**src/rtl/if_bus_if_if.sv**
```systemverilog
// Fetch-side memory interface: scratch-pad port plus shared-bus request/grant/ready handshake.
interface if_bus_if_if #(
  parameter int AW = 30,
  parameter int DW = 32
);
  logic [AW-1:0] spm_addr;
  logic          spm_as;
  logic [DW-1:0] spm_rd_data;
  logic          bus_req;
  logic          bus_grnt;
  logic [AW-1:0] bus_addr;
  logic          bus_as;
  logic          bus_rw;
  logic          bus_rdy;
  logic [DW-1:0] bus_rd_data;

  modport master (
    output spm_addr, spm_as,
    input  spm_rd_data,
    output bus_req,
    input  bus_grnt,
    output bus_addr, bus_as, bus_rw,
    input  bus_rdy, bus_rd_data
  );

  modport slave (
    input  spm_addr, spm_as,
    output spm_rd_data,
    input  bus_req,
    output bus_grnt,
    input  bus_addr, bus_as, bus_rw,
    output bus_rdy, bus_rd_data
  );
endinterface

```
**src/rtl/if_bus_if.sv**
```systemverilog
// Instruction-fetch bus interface: SPM hits return in-cycle, everything else
// goes over the shared bus with busy stalling the pipeline until data returns.
module if_bus_if #(
  parameter int            AW       = 30,
  parameter int            DW       = 32,
  parameter logic [2:0]    SPM_PAGE = 3'd1,
  parameter logic [DW-1:0] NOP_INSN = '0
) (
  input  logic          clk,
  input  logic          reset,
  input  logic [AW-1:0] addr,
  input  logic          stall,
  input  logic          flush,
  output logic          busy,
  output logic [DW-1:0] insn,
  if_bus_if_if.master   bus
);

  typedef enum logic [1:0] {IDLE, REQ, ACCESS, STALL} state_t;

  state_t        state, state_n;
  logic          bus_req_q, bus_req_n;
  logic          bus_as_q, bus_as_n;
  logic [AW-1:0] bus_addr_q, bus_addr_n;
  logic [DW-1:0] rd_buf, rd_buf_n;
  logic          drop, drop_n;

  logic          busy_c;
  logic [DW-1:0] insn_c;
  logic          spm_as_c;
  logic          spm_hit;

  assign spm_hit = (addr[AW-1:AW-3] == SPM_PAGE);

  always_ff @(posedge clk or posedge reset) begin
    if (reset) begin
      state      <= IDLE;
      bus_req_q  <= 1'b0;
      bus_as_q   <= 1'b0;
      bus_addr_q <= '0;
      rd_buf     <= '0;
      drop       <= 1'b0;
    end else begin
      state      <= state_n;
      bus_req_q  <= bus_req_n;
      bus_as_q   <= bus_as_n;
      bus_addr_q <= bus_addr_n;
      rd_buf     <= rd_buf_n;
      drop       <= drop_n;
    end
  end

  always_comb begin
    state_n    = state;
    bus_req_n  = bus_req_q;
    bus_as_n   = 1'b0;
    bus_addr_n = bus_addr_q;
    rd_buf_n   = rd_buf;
    drop_n     = drop;
    busy_c     = 1'b0;
    insn_c     = NOP_INSN;
    spm_as_c   = 1'b0;

    case (state)
      IDLE: begin
        if (flush) begin
          state_n = IDLE;
        end else if (spm_hit) begin
          spm_as_c = 1'b1;
          insn_c   = bus.spm_rd_data;
        end else begin
          busy_c    = 1'b1;
          bus_req_n = 1'b1;
          state_n   = REQ;
        end
      end
      REQ: begin
        if (flush) begin
          bus_req_n = 1'b0;
          state_n   = IDLE;
        end else begin
          busy_c = 1'b1;
          if (bus.bus_grnt) begin
            bus_addr_n = addr;
            bus_as_n   = 1'b1;
            state_n    = ACCESS;
          end
        end
      end
      ACCESS: begin
        if (bus.bus_rdy) begin
          insn_c    = (drop | flush) ? NOP_INSN : bus.bus_rd_data;
          bus_req_n = 1'b0;
          rd_buf_n  = bus.bus_rd_data;
          drop_n    = 1'b0;
          state_n   = (stall & !flush & !drop) ? STALL : IDLE;
        end else begin
          busy_c = 1'b1;
          // the bus cycle cannot be aborted, so remember to discard its data
          if (flush) drop_n = 1'b1;
        end
      end
      STALL: begin
        if (flush) begin
          state_n = IDLE;
        end else begin
          insn_c = rd_buf;
          if (!stall) state_n = IDLE;
        end
      end
      default: state_n = IDLE;
    endcase
  end

  // combinational outputs are forced quiet while reset is held
  assign busy   = busy_c & ~reset;
  assign insn   = reset ? NOP_INSN : insn_c;

  assign bus.spm_addr = addr;
  assign bus.spm_as   = spm_as_c & ~reset;
  assign bus.bus_req  = bus_req_q;
  assign bus.bus_as   = bus_as_q;
  assign bus.bus_addr = bus_addr_q;
  assign bus.bus_rw   = 1'b1;

endmodule

```
**src/flat_wrapper.sv**
```systemverilog
// flat-port wrapper written by rule: the top's interface ports become plain ports
module if_bus_if_flat 
#(
  parameter int            AW       = 30,
  parameter int            DW       = 32,
  parameter logic [2:0]    SPM_PAGE = 3'd1,
  parameter logic [DW-1:0] NOP_INSN = '0
)
  (clk, reset, addr, stall, flush, busy, insn, bus_spm_addr, bus_spm_as, bus_spm_rd_data, bus_bus_req, bus_bus_grnt, bus_bus_addr, bus_bus_as, bus_bus_rw, bus_bus_rdy, bus_bus_rd_data);
  if_bus_if_if #(.AW(AW), .DW(DW)) bus_i ();
  input  logic clk;
  input  logic reset;
  input  logic [AW-1:0] addr;
  input  logic stall;
  input  logic flush;
  output logic busy;
  output logic [DW-1:0] insn;
  output wire logic [$bits(bus_i.spm_addr)-1:0] bus_spm_addr;
  output wire logic [$bits(bus_i.spm_as)-1:0] bus_spm_as;
  input wire logic [$bits(bus_i.spm_rd_data)-1:0] bus_spm_rd_data;
  output wire logic [$bits(bus_i.bus_req)-1:0] bus_bus_req;
  input wire logic [$bits(bus_i.bus_grnt)-1:0] bus_bus_grnt;
  output wire logic [$bits(bus_i.bus_addr)-1:0] bus_bus_addr;
  output wire logic [$bits(bus_i.bus_as)-1:0] bus_bus_as;
  output wire logic [$bits(bus_i.bus_rw)-1:0] bus_bus_rw;
  input wire logic [$bits(bus_i.bus_rdy)-1:0] bus_bus_rdy;
  input wire logic [$bits(bus_i.bus_rd_data)-1:0] bus_bus_rd_data;
  assign bus_spm_addr = bus_i.spm_addr;
  assign bus_spm_as = bus_i.spm_as;
  assign bus_i.spm_rd_data = bus_spm_rd_data;
  assign bus_bus_req = bus_i.bus_req;
  assign bus_i.bus_grnt = bus_bus_grnt;
  assign bus_bus_addr = bus_i.bus_addr;
  assign bus_bus_as = bus_i.bus_as;
  assign bus_bus_rw = bus_i.bus_rw;
  assign bus_i.bus_rdy = bus_bus_rdy;
  assign bus_i.bus_rd_data = bus_bus_rd_data;
  if_bus_if #(.AW(AW), .DW(DW), .SPM_PAGE(SPM_PAGE), .NOP_INSN(NOP_INSN)) u_core (.clk(clk), .reset(reset), .addr(addr), .stall(stall), .flush(flush), .busy(busy), .insn(insn), .bus(bus_i));
endmodule
```
**config.mk**
```make
export PLATFORM = sky130hd
export DESIGN_NAME = if_bus_if_flat
export DESIGN_NICKNAME = d
export VERILOG_FILES = /design/src/rtl/if_bus_if_if.sv /design/src/rtl/if_bus_if.sv /design/src/flat_wrapper.sv
export SDC_FILE = /design/constraint.sdc
export NUM_CORES = 1
export LEC_CHECK = 0
export BUFFER_PORTS_ARGS = -buffer_cell sky130_fd_sc_hd__buf_4
export CAP_MARGIN = 20
export CELL_PAD_IN_SITES_DETAIL_PLACEMENT = 1
export CELL_PAD_IN_SITES_GLOBAL_PLACEMENT = 2
export CORE_MARGIN = 2
export CORE_UTILIZATION = 28
export CTS_BUF_LIST = sky130_fd_sc_hd__clkbuf_16
export DETAILED_ROUTE_END_ITERATION = 12
export PLACE_DENSITY = 0.9
export RECOVER_POWER = 100
export SYNTH_ARGS = -nofsm -noshare
export SYNTH_HDL_FRONTEND = slang
export SYNTH_SLANG_ARGS = --single-unit
```
**constraint.sdc**
```tcl
create_clock -name clk -period 5.3 [get_ports clk]
set_input_delay 0.265 -clock clk [delete_from_list [all_inputs] [get_ports clk]]
set_output_delay 0.265 -clock clk [all_outputs]
set_load 0.02 [all_outputs]
```
# ---- Word level (Yosys, flattened, before mapping)
# Cells that the tools add are included.
dict set report totals {
  reg_bits 67
  input_bits 100
  elab_cells 68
}
dict set report op_classes {
  eq_ne 11
  muxes 34
  n_bitwise 7
  reduce_logical 10
}
# cell count
set ops {}
lappend ops {{$mux W32} 6}
lappend ops {{$pmux W32 S3} 1}
lappend ops {{$mux W1} 16}
lappend ops {{$mux W2} 8}
lappend ops {{$ne A3 B3 Y1 const B} 3}
lappend ops {{$ne A2 B2 Y1 const B} 4}
lappend ops {{$pmux W2 S4} 1}
lappend ops {{$pmux W1 S3} 2}
lappend ops {{$reduce_and A5 Y1} 1}
lappend ops {{$and A1 B1 Y1} 4}
lappend ops {{$eq A2 B2 Y1 const B} 2}
lappend ops {{$reduce_and A2 Y1} 2}
lappend ops {{$reduce_and A4 Y1} 1}
lappend ops {{$eq A3 B1 Y1 const B} 1}
lappend ops {{$reduce_and A3 Y1} 1}
lappend ops {{$reduce_bool A3 Y1} 1}
lappend ops {{$eq A2 B1 Y1 const B} 1}
lappend ops {{$logic_not A1 Y1} 2}
lappend ops {{$logic_not A2 Y1} 1}
lappend ops {{$not A1 Y1} 2}
lappend ops {{$reduce_bool A2 Y1} 1}
lappend ops {{$or A1 B1 Y1} 1}

# ---- Logic depth before layout (Yosys ltp)
# Gate-level depths: netlist of run 1.
dict set report depth {
  ltp_word 6
  depth_mapped 7
  mapped_depth_nobuf 6
}

# ---- Least setup slack after synthesis of run 1
# No wires, ideal clock.
dict set report synth_timing {
  path_type {input to output}
  startpoint {in reset}
  endpoint {out insn[10]}
  t_arrival_ns 2.708
  setup_slack_ns 2.327
  cell_stages 4
  path_buffers 1
  path_cell_list {inv_1 -> nand2_1 -> dlygate4sd1_1 -> nor2_1}
}
dict set report synth_via {
  elab_chain_cells 1
}
# element line_no
set synth_rtl {}
lappend synth_rtl {{from (decl)} flat_wrapper.sv:12} ;# input logic reset;
lappend synth_rtl {{$mux W32} if_bus_if.sv:117} ;# assign insn = reset ? NOP_INSN : insn_c;
lappend synth_rtl {{to (decl)} flat_wrapper.sv:17} ;# output logic [DW-1:0] insn;
# Every way passes these cells.

# ---- Final worst setup path of run 1
dict set report layout_timing {
  startpoint {reg u_core.state[0]}
  endpoint {out insn[20]}
}
dict set report layout_via {
  elab_chain_cells 3
}
# element line_no
set layout_rtl {}
lappend layout_rtl {{from (decl)} if_bus_if.sv:21} ;# state_t state, state_n;
lappend layout_rtl {{from (signal assigned)} if_bus_if.sv:44} ;# state <= state_n;
lappend layout_rtl {{$eq A2 B2 Y1 or $logic_not A2 Y1 (tied branches)} if_bus_if.sv:64} ;# case (state)
lappend layout_rtl {{$pmux W32 S3 (*)} if_bus_if.sv:64}
lappend layout_rtl {{$mux W32 (*)} if_bus_if.sv:117}
# Every way passes the cells marked *; elsewhere a longest branch is shown, timed or not.

==> flow_metrics.env, run 1 <==
export IMPL_ant_nets=0
export IMPL_hold_end="u_core.drop"
export IMPL_antenna_cells=0
export IMPL_detailedPlacementHpwl_um=7853
export IMPL_r2r_start="u_core.state[0]"
export IMPL_status="finished, violations left"
export IMPL_crit_top_cell="clkbuf_1"
export IMPL_yosysTopAreaCellShare_pct=48.05
export IMPL_synth_main_ff_cell="dfrtp_1"
export IMPL_ios=197
export IMPL_drc=0
export IMPL_p_leak_nw=2.092
export IMPL_cts_resized=0
export IMPL_yosys_warnings=0
export IMPL_timing_fmax_mhz=286.9
export IMPL_initial_core_util_pct=28.81
export IMPL_post_route_util_pct=39.11
export IMPL_slowest_delay_ns=1.24
export IMPL_max_cap_viol_count=2
export IMPL_finalCriticalPeriod_ns=3.485
export IMPL_hold_viol=0
export IMPL_crit_fanout=36
export IMPL_synth_area_mm2=0.003490
export IMPL_vdd_drop_max_mv=0.1293
export IMPL_setup_viol=0
export IMPL_arrival_ns=3.22
export IMPL_die_area_mm2=0.01337
export IMPL_powerDensity_mw_per_mm2=462.6
export IMPL_die_x_um=115.6
export IMPL_cpMaxStageDelayCell="clkbuf_1"
export IMPL_worstPathRequired_ns=5.04
export IMPL_whs_path_depth=2
export IMPL_gp_congestion=0.7676
export IMPL_wirelength_um=10310
export IMPL_track_usage_pct=14.79
export IMPL_period_share_pct=65.76
export IMPL_cts_tree="yes"
export IMPL_synth_cell_types=31
export IMPL_final_max_slew_violation_count=70
export IMPL_syn_avg_cell_area_um2=12.33
export IMPL_overflow=0
export IMPL_first_pass_iters=8
export IMPL_antenna_found_initial=0
export IMPL_port_buffers=195
export IMPL_rsz0062_at_grt="no"
export IMPL_async_flop_share_pct=100.0
export IMPL_synth_fp_nets=388
export IMPL_ctsRootBufferMaster="clkbuf_16"
export IMPL_drive_gt1_share_pct=40.58
export IMPL_slew_headroom_pct=-21.59
export IMPL_synth_seq_cells=67
export IMPL_rrSetupSlack_ns=2.51
export IMPL_synth_top_area_cell="dfrtp_1"
export IMPL_grt_first_pass_wirelength_um=15410
export IMPL_grt_max_degree=69
export IMPL_core_area_mm2=0.01211
export IMPL_cts_setup_buffers=0
export IMPL_cts_buffers=9
export IMPL_fill_cells=1404
export IMPL_ff2ff_path_depth=6
export IMPL_synthCells=283
export IMPL_drtIter0Drc=236
export IMPL_synth_seq_area_share_pct=48.05
export IMPL_worst_setup_path_start_kind="register"
export IMPL_htreeDepth=3
export IMPL_violations="max-capacitance violations, max-slew violations"
export IMPL_cp_cell_sequence="inv_1 > ha_1 > nor3b_1 > clkbuf_1 > a222oi_1 > nor2_1 > clkbuf_1"
export IMPL_path_depth=7
export IMPL_fp_dieH_um=115.6
export IMPL_hp_class="in -> reg"
export IMPL_end_kind="output port"
export IMPL_area_growth_pct=35.75
export IMPL_design_final_nets=551
export IMPL_cts_reportedPaths_clkPinSlew_ns=0.05
export IMPL_path_delay_family="buffers and inverters"
export IMPL_rows=40
export IMPL_grt_pass1_vias=3117
export IMPL_fin_skew_ns=0.005534
export IMPL_via_per_inst=4.743
export IMPL_path_class="reg -> out"
export IMPL_vias=2936
export IMPL_tightest_slew_ns=1.824
export IMPL_r2r_end="u_core.state[0]"
export IMPL_synth_edff_count=0
export IMPL_clock_latency_ns=0.32
export IMPL_cp_startpoint="u_core.state[0]"
export IMPL_cts_buffer_depth=2
export IMPL_post_drt_wl_per_cell_um=16.66
export IMPL_cts_hold_fix_buffers=0
export IMPL_synth_area_leaders="dfrtp_1 48%, mux2_2 20%, a222oi_1 9.2%"
export IMPL_hp_start="bus_bus_rdy"
export IMPL_finalSetupTns_ns=0
export IMPL_cp_num_buf_inv=3
export IMPL_synth_common_cells="67 x dfrtp_1, 62 x mux2_2, 33 x nor2_1"
export IMPL_cts_sinks=67
export IMPL_yosysMostFrequentCell="dfrtp_1"
export IMPL_power_mw=2.191
==> worst reg2reg max path, delay by kind of cell (launching register included) <==
kind                     cells  cell delay (ns)
buffers and inverters        2             1.35
flip-flops                   1             0.43
AO/OA/AOI/OAI                2             0.42
adder cells (fa/ha/maj)      1             0.25
AND/OR/NAND/NOR              1             0.21
==> how the worst max path moves through the flow <==
stage / to
finish: insn[20]
floorplan: insn[10]
detailed placement: insn[22]
CTS: insn[22]
global route: insn[20]
global placement: insn[20]
==> routing by layer <==
| metal | GRT usage, % | up-vias | wire [um] |
|---|---|---|---|
| met3 | 3.661 | 16 | 950 |
| met2 | 27.64 | 163 | 5169 |
| met4 | 5.873 | 0 | 210 |
| li1 | - | 1348 | - |
| met1 | 15.96 | 1409 | 3980 |
| met5 | 0 | - | 0 |
==> cell usage in the layout (no fill, tap or decap), types with 2 or more instances in the layout <==
cell type	Yosys	final
nor3b_1	1	2
o21ai_0	3	3
inv_1	6	6
nand2_1	3	3
clkbuf_16	0	9
buf_4	32	103
nor2_1	33	33
dfrtp_1	67	67
clkinv_1	0	2
clkinvlp_4	0	3
ha_1	5	5
a21oi_1	5	5
clkbuf_1	0	98
mux2_2	62	62
o41ai_1	2	2
a222oi_1	32	32
==> sequential cells by signal, summed over array words and instances, names as in the netlist <==
register             count
u_core.bus.bus_addr     30
u_core.bus.bus_as        1
u_core.bus.bus_req       1
u_core.state             2
u_core.rd_buf           32
u_core.drop              1
==> cell type report <==
class	instances	area [um^2]	share of cell area (%)
Inverter	6	22.52	0.4754
Multi-Input combinational cell	160	1390	29.34
Clock inverter	7	43.79	0.9245
Sequential cell	67	1677	35.39
Timing Repair Buffer	202	1169	24.67
Clock buffer	9	225.2	4.754
Tap cell	168	210.2	4.437
==> stage by stage <==
step,instance area (um^2),hold WS [ns],worst slack [ns],cells
2_1_floorplan,3490,0.3507,2.327,283
3_3_place_gp,4812,0.4733,2.768,601
3_5_place_dp,4867,0.4846,2.697,603
4_1_cts,5136,0.1408,2.325,619
5_1_grt,4737,0.1408,1.484,619
6_report,4737,0.1569,1.815,619
==> cell families after synthesis <==
| kind of cell | after synthesis | synth area share (%) |
|---|---|---|
| flip-flops | 67 | 48.05 |
| multiplexers | 63 | 20.29 |
| buffers and inverters | 56 | 11.94 |
| AND/OR/NAND/NOR | 47 | 6.526 |
| AO/OA/AOI/OAI | 44 | 11.29 |
| adder cells (fa/ha/maj) | 5 | 1.793 |
| other | 1 | 0.1075 |
==> where the power goes <==
part	leakage (nW)	internal (mW)	total [mW]	switching [mW]
logic	1.14	0.348	0.788	0.441
registers	0.826	0.748	0.875	0.127
clock network	0.123	0.313	0.527	0.214
No activity file was read; power rests on OpenSTA's default activity.
==> run 2, diff against run 1 <==
Settings changed: CORE_UTILIZATION 28 to 24, PLACE_DENSITY 0.9 to 0.82.
Clock period 5.3 ns to 3.2 ns, I/O delays scaled along.
==> flow_metrics.env, run 2 (synthesized netlist as in run 1, its figures left out) <==
export IMPL_worstPathRequired_ns=3.04
export IMPL_drive_gt1_share_pct=41.72
export IMPL_final_cell_mix="107 x buf_4, 93 x clkbuf_1, 67 x dfrtp_1"
export IMPL_vdd_drop_max_mv=0.2752
export IMPL_power_frac_comb_pct=34.4
export IMPL_place_inst=621
export IMPL_placed_area_mm2=0.004862
export IMPL_cts_hold_fix_buffers=0
export IMPL_vias=2985
export IMPL_hp_class="in -> reg"
export IMPL_p_leak_nw=2.137
export IMPL_worst_setup_path_start_kind="register"
export IMPL_core_area_mm2=0.01437
export IMPL_detailedPlacementHpwl_um=7969
export IMPL_ctsRootBufferMaster="clkbuf_16"
export IMPL_period_share_pct=84.54
export IMPL_fp_dieH_um=124.6
export IMPL_via_per_inst=4.686
export IMPL_status="finished, violations left"
export IMPL_ant_nets=0
export IMPL_cts_setup_buffers=0
export IMPL_cts_buffers=9
export IMPL_timing_fmax_mhz=369.7
export IMPL_fin_ws_ns=0.4948
export IMPL_design_final_nets=553
export IMPL_die_x_um=124.6
export IMPL_internal_power_mw=2.475
export IMPL_cts_reportedPaths_clkPinSlew_ns=0.05
export IMPL_pre_cts_ws_ns=1.085
export IMPL_cts_resized=0
export IMPL_rrSetupSlack_ns=1.09
export IMPL_powerDensity_mw_per_mm2=780.2
export IMPL_track_usage_pct=13.39
export IMPL_grt_pass1_vias=3186
export IMPL_switching_share_pct=34.09
export IMPL_tightest_slew_ns=1.720
export IMPL_end_kind="output port"
export IMPL_clock_latency_ns=0.32
export IMPL_regMostFlops="u_core.rd_buf"
export IMPL_grt_max_degree=69
export IMPL_post_route_util_pct=33.50
export IMPL_cts_sinks=67
export IMPL_fin_hold_ws_ns=0.02323
export IMPL_final_max_slew_violation_count=69
export IMPL_p_seq_share_pct=38.5
export IMPL_htreeDepth=3
export IMPL_area_growth_pct=37.93
export IMPL_stdcell_count=637
export IMPL_p_sw_mw=1.280
export IMPL_initial_core_util_pct=24.29
export IMPL_grt_first_pass_wirelength_um=16570
export IMPL_antenna_found_initial=0
export IMPL_crit_fanout=18
export IMPL_cts_buffer_depth=2
export IMPL_first_pass_iters=6
export IMPL_wirelength_um=10580
export IMPL_ios=197
export IMPL_ff2ff_path_depth=5
export IMPL_hold_viol=0
export IMPL_finalSetupTns_ns=0
export IMPL_die_area_mm2=0.01552
export IMPL_arrival_ns=2.55
export IMPL_largest_register_ffs=32
export IMPL_setup_viol=0
export IMPL_fin_skew_ns=0.004619
export IMPL_drc=0
export IMPL_antenna_cells=0
export IMPL_drtIter0Drc=196
export IMPL_violations="max-capacitance violations, max-slew violations"
export IMPL_cp_startpoint="u_core.state[1]"
export IMPL_port_buffers=195
export IMPL_overflow=0
export IMPL_post_drt_wl_per_cell_um=16.61
export IMPL_slew_headroom_pct=-14.68
export IMPL_r2r_start="u_core.state[0]"
export IMPL_rsz0062_at_grt="no"
export IMPL_cts_tree="yes"
export IMPL_max_cap_viol_count=1
export IMPL_whs_path_depth=2
export IMPL_pwr_share_clk_pct=27.1
export IMPL_crit_end="insn[30]"
export IMPL_r2r_end="u_core.rd_buf[6]"
export IMPL_final_common_cell="buf_4"
export IMPL_power_mw=3.755
export IMPL_fin_area_mm2=0.004813
export IMPL_path_class="reg -> out"
export IMPL_rows=44
export IMPL_gp_congestion=0.8353
export IMPL_finalCriticalPeriod_ns=2.705
-- run 2: layout make-up --
class / instances / area [um^2]
Sequential cell: 67 / 1677
Fill cell: 1628 / 9555
Clock inverter: 7 / 82.58
Timing Repair Buffer: 204 / 1175
Tap cell: 184 / 230.2
Inverter: 6 / 22.52
Multi-Input combinational cell: 160 / 1401
Clock buffer: 9 / 225.2
-- run 2: worst min path at each step --
stage / start / endpoint / slack [ns]
global placement: bus_bus_rdy / u_core.drop / 0.35
floorplan: bus_bus_rdy / u_core.drop / 0.25
finish: bus_bus_rdy / u_core.drop / 0.02
CTS: bus_bus_rdy / u_core.drop / 0.007
global route: bus_bus_rdy / u_core.drop / 0.01
detailed placement: bus_bus_rdy / u_core.drop / 0.36
-- run 2: per-layer routing --
metal	wire length [um]	track usage, %	vias up
met1	4143	14.28	1487
li1	-	-	1355
met4	136	4.560	0
met2	5527	24.62	131
met5	0	0	-
met3	771	4.467	12
-- run 2: critical path: stages, from the launching register on --
cell and delay, ns:
dfrtp_1 0.43, ha_1 0.20, nor2b_2 0.55, clkbuf_2 0.46, a222oi_1 0.18, nor2_1 0.13, clkbuf_1 0.27
-- run 2: power by group through the flow --
| stage | sequential (mW) | combinational [mW] | clock [mW] |
|---|---|---|---|
| after CTS | 1.45 | 1.51 | 1.06 |
| after floorplan | 1.66 | 0.673 | 0 |
| after global routing | 1.50 | 1.39 | 1.10 |
| after global placement | 1.44 | 1.47 | 0 |
| final | 1.45 | 1.29 | 1.02 |
| after detailed placement | 1.47 | 1.51 | 0 |
==> run 3, diff against run 2 <==
Clock period 3.2 ns to 2.4 ns, I/O delays scaled along.
==> flow_metrics.env, run 3 (synthesized netlist as in run 1, its figures left out) <==
export IMPL_status="finished, violations left"
export IMPL_violations="max-capacitance violations, max-slew violations"
export IMPL_port_buffers=195
export IMPL_hp_class="in -> reg"
export IMPL_max_cap_viol_count=1
export IMPL_cts_tree="yes"
export IMPL_area_growth_pct=39.08
export IMPL_fin_hold_ws_ns=0.02604
export IMPL_path_class="reg -> out"
export IMPL_post_route_util_pct=33.78
export IMPL_first_pass_iters=6
export IMPL_fp_dieH_um=124.6
export IMPL_cpMaxStageDelayCell="dfrtp_1"
export IMPL_finalSetupTns_ns=0
export IMPL_cts_buffer_depth=2
export IMPL_power_mw=4.918
export IMPL_ios=197
export IMPL_vdd_drop_max_mv=0.2684
export IMPL_final_cell_mix="109 x buf_4, 67 x dfrtp_1, 65 x clkbuf_1"
export IMPL_htreeDepth=3
export IMPL_ant_nets=0
export IMPL_slowest_delay_ns=0.42
export IMPL_arrival_ns=2.08
export IMPL_gp_congestion=0.7117
export IMPL_cts_sinks=67
export IMPL_antenna_found_initial=0
export IMPL_fill_cells=1618
export IMPL_grt_pass1_vias=3105
export IMPL_overflow=0
export IMPL_drtIter0Drc=164
export IMPL_rows=44
export IMPL_setup_viol=0
export IMPL_final_max_slew_violation_count=68
export IMPL_fin_area_mm2=0.004853
export IMPL_vias=2922
export IMPL_initial_core_util_pct=24.29
export IMPL_track_usage_pct=12.54
export IMPL_cts_buffers=9
export IMPL_powerDensity_mw_per_mm2=1013
export IMPL_cts_reportedPaths_clkPinSlew_ns=0.05
export IMPL_rsz0062_at_grt="no"
export IMPL_die_area_mm2=0.01552
export IMPL_slew_headroom_pct=-11.78
export IMPL_final_common_cell="buf_4"
export IMPL_design_final_nets=556
export IMPL_ctsRootBufferMaster="clkbuf_16"
export IMPL_stdcell_count=640
export IMPL_worst_setup_path_start_kind="register"
export IMPL_pre_cts_ws_ns=0.3393
export IMPL_p_leak_nw=2.237
export IMPL_hold_viol=0
export IMPL_post_drt_wl_per_cell_um=15.53
export IMPL_placed_area_mm2=0.004881
export IMPL_period_share_pct=91.68
export IMPL_fin_skew_ns=0.002798
export IMPL_die_x_um=124.6
export IMPL_drc=0
export IMPL_core_area_mm2=0.01437
export IMPL_antenna_cells=0
export IMPL_detailedPlacementHpwl_um=7591
export IMPL_grt_max_degree=68
export IMPL_clock_latency_ns=0.33
export IMPL_timing_fmax_mhz=454.5
export IMPL_cp_cell_sequence="inv_1 > ha_1 > nand2_1 > nor3_2 > buf_4 > a222oi_1 > nor2_1 > buf_2"
export IMPL_drive_gt1_share_pct=48.46
export IMPL_grt_first_pass_wirelength_um=15630
export IMPL_fin_ws_ns=0.1996
export IMPL_end_kind="output port"
export IMPL_place_inst=623
export IMPL_crit_fanout=16
export IMPL_worstPathRequired_ns=2.28
export IMPL_regMostFlops="u_core.rd_buf"
export IMPL_wirelength_um=9936
export IMPL_via_per_inst=4.566
export IMPL_largest_register_ffs=32
export IMPL_finalCriticalPeriod_ns=2.200
export IMPL_tightest_slew_ns=1.677
==> run 3: changes by cell type in the layout (fill, tap and decap cells not counted), moves of 2 or more <==
cell	delta
clkbuf_1	-28
clkinv_2	+2
clkbuf_2	+28
buf_4	+2
==> run 3: final cells by class <==
class,instances,area (um^2),share of cell area [%]
clock buffer,9,225.2,4.640
clock inverter,7,58.81,1.212
inverter,6,23.77,0.4898
multi-input combinational,160,1406,28.98
sequential,67,1677,34.55
tap,184,230.2,4.743
timing repair buffer,207,1232,25.39
==> run 3: final timing paths <==
kind	start	end	slack, ns	cells after the start
worst max-delay path	u_core.state[0]	insn[22]	0.20	8
worst min-delay path	bus_bus_rd_data[17]	u_core.rd_buf[17]	0.03	2
worst max register to register	u_core.state[0]	u_core.rd_buf[2]	0.30	5
worst min register to register	u_core.bus.bus_addr[13]	u_core.bus.bus_addr[13]	0.50	1
max in group asynchronous	reset	u_core.rd_buf[26]	0.95	3
min in group asynchronous	reset	u_core.rd_buf[16]	0.46	3
==> run 3: report_power, final <==
| group | switching (mW) | internal [mW] |
|---|---|---|
| sequential | 0.273 | 1.65 |
| combinational | 0.964 | 0.764 |
| clock | 0.476 | 0.788 |
| total | 1.71 | 3.21 |
==> run 3: routing by layer <==
metal	up-vias	global-route usage (%)	part of all wire (%)
met5	-	0	0
met4	0	4.428	1.4
met3	10	3.909	7.1
met2	121	21.73	50
met1	1433	14.60	41
li1	1358	-	-
==> run 3: repair_timing <==
| action | 4_1_cts | 5_1_grt |
|---|---|---|
| gates resized for setup | 1 | 0 |
| endpoints found under the setup margin | 12 | 0 |
| buffers inserted | 0 | 0 |
| hold buffers | 1 | 0 |
| endpoints found under the hold margin | 1 | 0 |
==> run 3: critical path, delay by kind of cell, from the launching register on <==
| family | cells | cell delay [ns] |
|---|---|---|
| buf+inv | 3 | 0.47 |
| flops | 1 | 0.42 |
| compound gates | 1 | 0.32 |
| simple gates | 3 | 0.28 |
| fa+ha+maj | 1 | 0.25 |
